File: src/rtl/nrisc_pkg.sv
// Shared widths, fetch FSM encoding and reset PC for the nrisc core.
package nrisc_pkg;

  localparam int WORD_W = 8;
  localparam int IMM_W  = 3;

  localparam logic [WORD_W-1:0] RESET_PC_DEF = 8'h00;

  typedef enum logic [1:0] {
    ST_IDLE  = 2'd0,
    ST_FETCH = 2'd1,
    ST_HOLD  = 2'd2
  } fetch_state_e;

endpackage

File: src/rtl/fetch_unit_pc_next.sv
// Next-PC adder: branch offset or sequential +1, modulo 2^WORD_W.
module pc_next
  import nrisc_pkg::*;
(
  input  logic [WORD_W-1:0] pc,
  input  logic [WORD_W-1:0] imm_ext,
  input  logic              branch_taken,
  output logic [WORD_W-1:0] next_pc
);

  logic [WORD_W-1:0] incr;

  always_comb begin
    incr    = branch_taken ? imm_ext : WORD_W'(1);
    next_pc = pc + incr;
  end

endmodule

File: src/rtl/fetch_unit.sv
// Instruction fetch FSM (IDLE/FETCH/HOLD) with stall and PC-relative branch.
// Optional ack timeout with sticky fault enabled by `define FETCH_TIMEOUT_EN.
module fetch_unit
  import nrisc_pkg::*;
#(
  parameter logic [WORD_W-1:0] RESET_PC    = RESET_PC_DEF,
  parameter int                TIMEOUT_CYC = 15
) (
  input  logic              clock,
  input  logic              reset,
  output logic              imem_req,
  output logic [WORD_W-1:0] imem_addr,
  input  logic              imem_ack,
  input  logic [WORD_W-1:0] imem_data,
  input  logic              stall,
  input  logic              branch_taken,
  input  logic [WORD_W-1:0] imm_ext,
  output logic [WORD_W-1:0] pc,
  output logic [WORD_W-1:0] instr,
  output logic              instr_valid,
  output logic [IMM_W-1:0]  imm_field,
  output logic              fetch_fault
);

  if (TIMEOUT_CYC < 1 || TIMEOUT_CYC > 15) begin : g_bad_timeout
    $error("TIMEOUT_CYC out of range 1..15");
  end

  fetch_state_e      state_q, state_d;
  logic [WORD_W-1:0] pc_q, pc_d;
  logic [WORD_W-1:0] instr_q, instr_d;
  logic              valid_q, valid_d;
  logic [WORD_W-1:0] next_pc;

`ifdef FETCH_TIMEOUT_EN
  localparam logic [3:0] CNT_LIM = 4'(TIMEOUT_CYC - 1);
  logic [3:0] cnt_q, cnt_d;
  logic       fault_q, fault_d;
`endif

  pc_next u_pc_next (
    .pc           (pc_q),
    .imm_ext      (imm_ext),
    .branch_taken (branch_taken),
    .next_pc      (next_pc)
  );

  always_comb begin
    state_d = state_q;
    pc_d    = pc_q;
    instr_d = instr_q;
    valid_d = valid_q;
`ifdef FETCH_TIMEOUT_EN
    cnt_d   = cnt_q;
    fault_d = fault_q;
`endif
    unique case (state_q)
      ST_IDLE: begin
`ifdef FETCH_TIMEOUT_EN
        // a latched fault parks the unit until reset
        if (!fault_q) state_d = ST_FETCH;
`else
        state_d = ST_FETCH;
`endif
      end
      ST_FETCH: begin
        if (imem_ack) begin
          instr_d = imem_data;
          valid_d = 1'b1;
          state_d = ST_HOLD;
`ifdef FETCH_TIMEOUT_EN
          cnt_d   = 4'd0;
`endif
        end
`ifdef FETCH_TIMEOUT_EN
        else if (cnt_q == CNT_LIM) begin
          fault_d = 1'b1;
          cnt_d   = 4'd0;
          state_d = ST_IDLE;
        end else begin
          cnt_d = cnt_q + 4'd1;
        end
`endif
      end
      ST_HOLD: begin
        if (!stall) begin
          pc_d    = next_pc;
          valid_d = 1'b0;
          state_d = ST_FETCH;
        end
      end
      default: state_d = ST_IDLE;
    endcase
  end

  always_ff @(posedge clock) begin
    if (reset) begin
      state_q <= ST_IDLE;
      pc_q    <= RESET_PC;
      instr_q <= '0;
      valid_q <= 1'b0;
`ifdef FETCH_TIMEOUT_EN
      cnt_q   <= 4'd0;
      fault_q <= 1'b0;
`endif
    end else begin
      state_q <= state_d;
      pc_q    <= pc_d;
      instr_q <= instr_d;
      valid_q <= valid_d;
`ifdef FETCH_TIMEOUT_EN
      cnt_q   <= cnt_d;
      fault_q <= fault_d;
`endif
    end
  end

  assign imem_req    = (state_q == ST_FETCH);
  assign imem_addr   = pc_q;
  assign pc          = pc_q;
  assign instr       = instr_q;
  assign instr_valid = valid_q;
  assign imm_field   = instr_q[IMM_W-1:0];
`ifdef FETCH_TIMEOUT_EN
  assign fetch_fault = fault_q;
`else
  assign fetch_fault = 1'b0;
`endif

endmodule

File: config.mk
export PLATFORM = sky130hd
export DESIGN_NAME = fetch_unit
export DESIGN_NICKNAME = d
export VERILOG_FILES = /design/src/rtl/nrisc_pkg.sv /design/src/rtl/fetch_unit_pc_next.sv /design/src/rtl/fetch_unit.sv
export SDC_FILE = /design/constraint.sdc
export NUM_CORES = 1
export LEC_CHECK = 0
export CELL_PAD_IN_SITES_DETAIL_PLACEMENT = 0
export CELL_PAD_IN_SITES_GLOBAL_PLACEMENT = 1
export CORE_MARGIN = 1.5
export CORE_UTILIZATION = 31
export CTS_CLUSTER_DIAMETER = 50
export DETAILED_ROUTE_END_ITERATION = 12
export GPL_TIMING_DRIVEN = 0
export HOLD_SLACK_MARGIN = 0.12
export PLACE_DENSITY = 0.9
export SYNTH_ARGS = -nofsm -noshare
export SYNTH_HDL_FRONTEND = slang
export SYNTH_SLANG_ARGS = --single-unit
File: constraint.sdc
create_clock -name clock -period 4.9 [get_ports clock]
set_input_delay 0.98 -clock clock [delete_from_list [all_inputs] [get_ports clock]]
set_output_delay 0.98 -clock clock [all_outputs]
set_load 0.03 [all_outputs]
# == After elaboration in Yosys (flattened, before gate mapping) ==
# Cells that the tools add are included.
# word_totals
ff_bits,19
in_bits,21
output_inout_bits,30
word_cells,23
# op_classes
addsub,1
eq_ne,4
mux,7
bitwise,1
reduce_logical,6
# op_table
operator,count
8-bit adder,1
8-bit two-way mux,1
2-bit case mux with 3 select lines,1
2-bit AND reduction,3
2-bit two-way mux,2
3-bit AND reduction,1
"2-bit by 1-bit equality test with 1-bit output, second input constant",1
"2-bit equality test, second input constant",1
2-bit logical NOT,1
1-bit two-way mux,2
"2-bit by 1-bit != test with 1-bit output, second input constant",1
"2-bit != test, second input constant",1
1-bit case mux with 2 select lines,1
2-bit nonzero test,1
1-bit inverter,1

# == Longest topological paths before layout ==
# depth
word_depth,3
depth_mapped,9
mapped_depth_nobuf,9

# == Cells and area by module ==
# A second synthesis with hierarchy kept.
# hier_totals
hier_cells,143
hier_area_um2,1300.0
# modules_own_cells
mod,n_inst,cells_each,area_each_um2,seq_area_each_um2
fetch_unit,1,96,953.4,380.4
pc_next,1,47,346.6,0.0

# == Worst setup path after synthesis ==
# Ideal clock, no wire load.
# synth_timing
path_kind,input -> register
from,input imm_ext[1]
to,register pc_q[7] (netlist: imem_addr[7])
setup_ns,0.123
t_arrival_ns,2.443
required_ns,4.777
slack_ns,2.334
path_stages,8
path_buffers,0
cell_sequence,nand2_1 -> inv_1 -> ha_1 -> a211oi_2 -> nor4b_1 -> a211oi_2 -> mux2i_1 -> mux2_1
# synth_between
elab_chain_cells,2
# synth_lines
item,line,text
"start, declared",fetch_unit.sv:17,"input logic [WORD_W-1:0] imm_ext,"
8-bit two-way mux,fetch_unit_pc_next.sv:14,incr = branch_taken ? imm_ext : WORD_W'(1);
8-bit adder,fetch_unit_pc_next.sv:15,next_pc = pc + incr;
"end signal, assigned",fetch_unit.sv:108,pc_q <= pc_d;
"end, declared",fetch_unit.sv:30,"logic [WORD_W-1:0] pc_q, pc_d;"
# Every way passes these cells.
# A chain may end at the register's enable or synchronous reset.

# == Final worst setup path ==
# layout_timing
from,input branch_taken
to,register pc_q[6] (netlist: imem_addr[6])
# layout_between
elab_chain_cells,2
# layout_lines
item,line,text
"start, declared",fetch_unit.sv:16,"input logic branch_taken,"
8-bit two-way mux,fetch_unit_pc_next.sv:14,
8-bit adder,fetch_unit_pc_next.sv:15,
# Every way passes these cells.

==> results.py <==
metrics = {
    "synth": {
        "synth-main-ff-cell": "dfxtp_1",
        "synth_common_cells": "27 x nand2_1, 19 x dfxtp_1, 16 x a21oi_1, 12 x buf_4, 8 x nor2_1",
        "yosysSeqAreaShare_pct": 33.5,
        "synthTopCellsByArea": "dfxtp_1 33%, nand2_1 8.9%, buf_4 7.9%",
        "synth.cell_area_sq_mm": 0.00114,
        "synthCells": 143,
        "async_reset_ff_share_pct": 0,
        "postSynthAreaPerCell_sq_um": 7.94,
        "ys_ff_latch": 19,
        "synth_fp_nets": 172,
        "synth_largest_area_cell": "dfxtp_1",
        "synth.most_common_cell": "nand2_1",
        "yosysUniqueCellTypes": 33,
        "synth_warnings": 0,
        "synth_top_area_share_pct": 33.5,
        "synth_edf_count": 0,
    },
    "timing": {
        "clock-skew-final_ns": 0.00320,
        "relSlewSlack_pct": 62.5,
        "tightest_slew_ns": 0.560,
        "finalHoldViolCount": 0,
        "period_minus_slack_ns": 3.06,
        "report.final.slew_viol_count": 0,
        "fmax_mhz": 326,
        "tns_ns": 0,
        "setup_violations": 0,
        "final.period_utilization_pct": 62.5,
        "rsz0062_at_grt": "no",
    },
    "critical_path": {
        "critPathLaunchType": "input pin",
        "critPathMaxFanout": 9,
        "endpoint_kind": "register",
        "path_class": "input pin to register",
        "arrival_ns": 3.32,
        "crit-reg2reg-launch": "imem_addr[0]",
        "worstPathRequired_ns": 5.15,
        "startpoint": "branch_taken",
    },
    "pwr": {
        "power.internal_uw": 231,
        "power_frac_seq_pct": 49.9,
        "comb_power_share_pct": 25.0,
        "clock_power_share_pct": 25.0,
        "p_leak_uw": 0.000675,
        "swShare_pct": 29.9,
        "p_switching_uw": 98.6,
        "ir_drop_v": 0.0000781,
        "powerDensity_mw_per_mm2": 193,
    },
    "grt": {
        "grt_overflow": 0,
        "grt_pass1_vias": 1101,
        "grt_max_degree": 12,
        "grt_pass1_wl_mm": 4.84,
        "track_usage_pct": 15.0,
        "grt_antenna_before_repair": 0,
    },
    "layout": {
        "fin_cells": 242,
        "finalInstanceArea_sq_mm": 0.00171,
        "final_nets": 226,
        "drive_gt1_share_pct": 9.69,
        "antennaDiodeCount": 0,
        "syn_to_final_growth_pct": 50.7,
        "nFillCells": 359,
        "final_util_pct": 50.1,
    },
    "die": {
        "design.core.area_sq_mm": 0.00342,
        "die_w_um": 63.5,
        "io_pins": 51,
        "start_util_pct": 33.3,
        "num_rows": 21,
        "dieArea_sq_mm": 0.00404,
        "fp.dieH_um": 63.5,
    },
    "place": {
        "gp_congestion": 0.765,
        "place_inst": 238,
        "dpl.hpwl_mm": 2.19,
        "place_area_sq_mm": 0.00168,
        "io_buffer_count": 49,
    },
    "drt": {
        "avgViaCountPerCell": 4.70,
        "drc": 0,
        "wl_per_cell_um": 11.8,
        "dr.pass1.iters": 4,
        "drtIter0Drc": 37,
        "vias": 1137,
        "drt-total-wl_mm": 2.85,
        "ant_nets": 0,
    },
    "clocking": {
        "worstSkewPairLatency_ns": 0.30,
        "cts.sinks": 19,
        "clk_pin_slew_ns": 0.12,
        "cts.path.max_buffers": 2,
        "cts_made_buffers": 3,
        "cts_resized": 0,
        "hold_buffers": 0,
        "root_buffer": "clkbuf_4",
        "cts_max_level": 1,
        "post-cts-setup-buffers": 0,
        "cts_tree": "done",
    },
    "worst_hold_path": {
        "hp-start": "instr[4]",
        "worstHoldPathType": "register to register",
    },
    "flow_run": {
        "cap_violations": 0,
    },
    "outcome": {
        "status": "complete, no violations",
    },
}
## flip-flops by register name, indices dropped and copies added, names as in the netlist
name / flops
state_q: 2
instr_valid: 1
instr: 8
imem_addr: 8
## final timing paths
path,slack (ns),depth (start not counted),end
setup / recovery,1.84,10,imem_addr[6]
hold reg to reg,0.47,2,instr[4]
hold / removal,0.47,2,instr[4]
setup reg to reg,2.83,8,imem_addr[6]
## stage by stage
| stage | setup WS [ns] | total power (uW) | hold slack [ns] |
|---|---|---|---|
| final | 1.84 | 330 | 0.465 |
| after global routing | 1.69 | 350 | 0.498 |
| after CTS | 1.84 | 335 | 0.470 |
| after detailed placement | 1.51 | 251 | 0.453 |
| after global placement | 1.53 | 249 | 0.443 |
| after floorplan | 2.33 | 212 | 0.517 |
## cell type report
cell class | count | area (sq um) | area share [%]
plain buffers | 17 | 109 | 6.36
clock buffers | 3 | 22.5 | 1.32
clock inverters | 1 | 5.00 | 0.292
inverters | 4 | 15.0 | 0.877
multi-input cells | 103 | 632 | 36.9
flip-flops and latches | 19 | 380 | 22.2
well taps | 46 | 57.6 | 3.36
repair buffers | 49 | 490 | 28.7
## power groups by stage
| stage | logic [uW] | clock network (uW) | registers, uW |
|---|---|---|---|
| after CTS | 82.9 | 86.9 | 165 |
| final | 82.6 | 82.6 | 165 |
| after floorplan | 35.1 | 0 | 177 |
| after global routing | 88.9 | 94.7 | 166 |
| after global placement | 81.0 | 0 | 168 |
| after detailed placement | 82.6 | 0 | 168 |
## placed cells by master (no fill, tap or decap), types with 2 or more instances in the layout
cell type,Yosys,layout
clkdlybuf4s50_1,0,49
a21oi_1,16,16
ha_1,7,7
nand2_1,27,27
clkbuf_4,0,3
nor2_1,8,8
clkbuf_1,5,5
inv_1,4,4
nor3_1,2,2
o21a_1,2,2
o21bai_1,2,2
dfxtp_1,19,19
and2_1,7,7
o211ai_1,2,2
buf_4,12,12
nor4b_1,3,3
nor2b_1,4,4
a211oi_2,2,2
nand3_1,5,5
## critical path, cell delays in order
cell	delay, ns
clkdlybuf4s50_1	0.57
nand2b_1	0.15
ha_1	0.21
inv_1	0.07
fa_1	0.38
nor2b_1	0.16
o21a_1	0.19
o211ai_1	0.13
a2111o_1	0.38
nand3_1	0.09
## routing by layer
metal	vias up	global-route usage (%)	wire [um]
li1	583	-	-
met1	514	18.9	1330
met2	34	24.7	1340
met3	6	2.50	111
met4	0	6.79	59
met5	-	0	0
## kinds of logic after synthesis
| family | synth area share, % |
|---|---|
| and+or+nand+nor | 26.0 |
| AOI/OAI and AO/OA | 18.0 |
| buffers and inverters | 10.9 |
| DFF | 33.5 |
| adders and majority gates | 9.47 |
| muxes | 1.87 |
| other | 0.330 |
(Power assumes the default switching activity.)
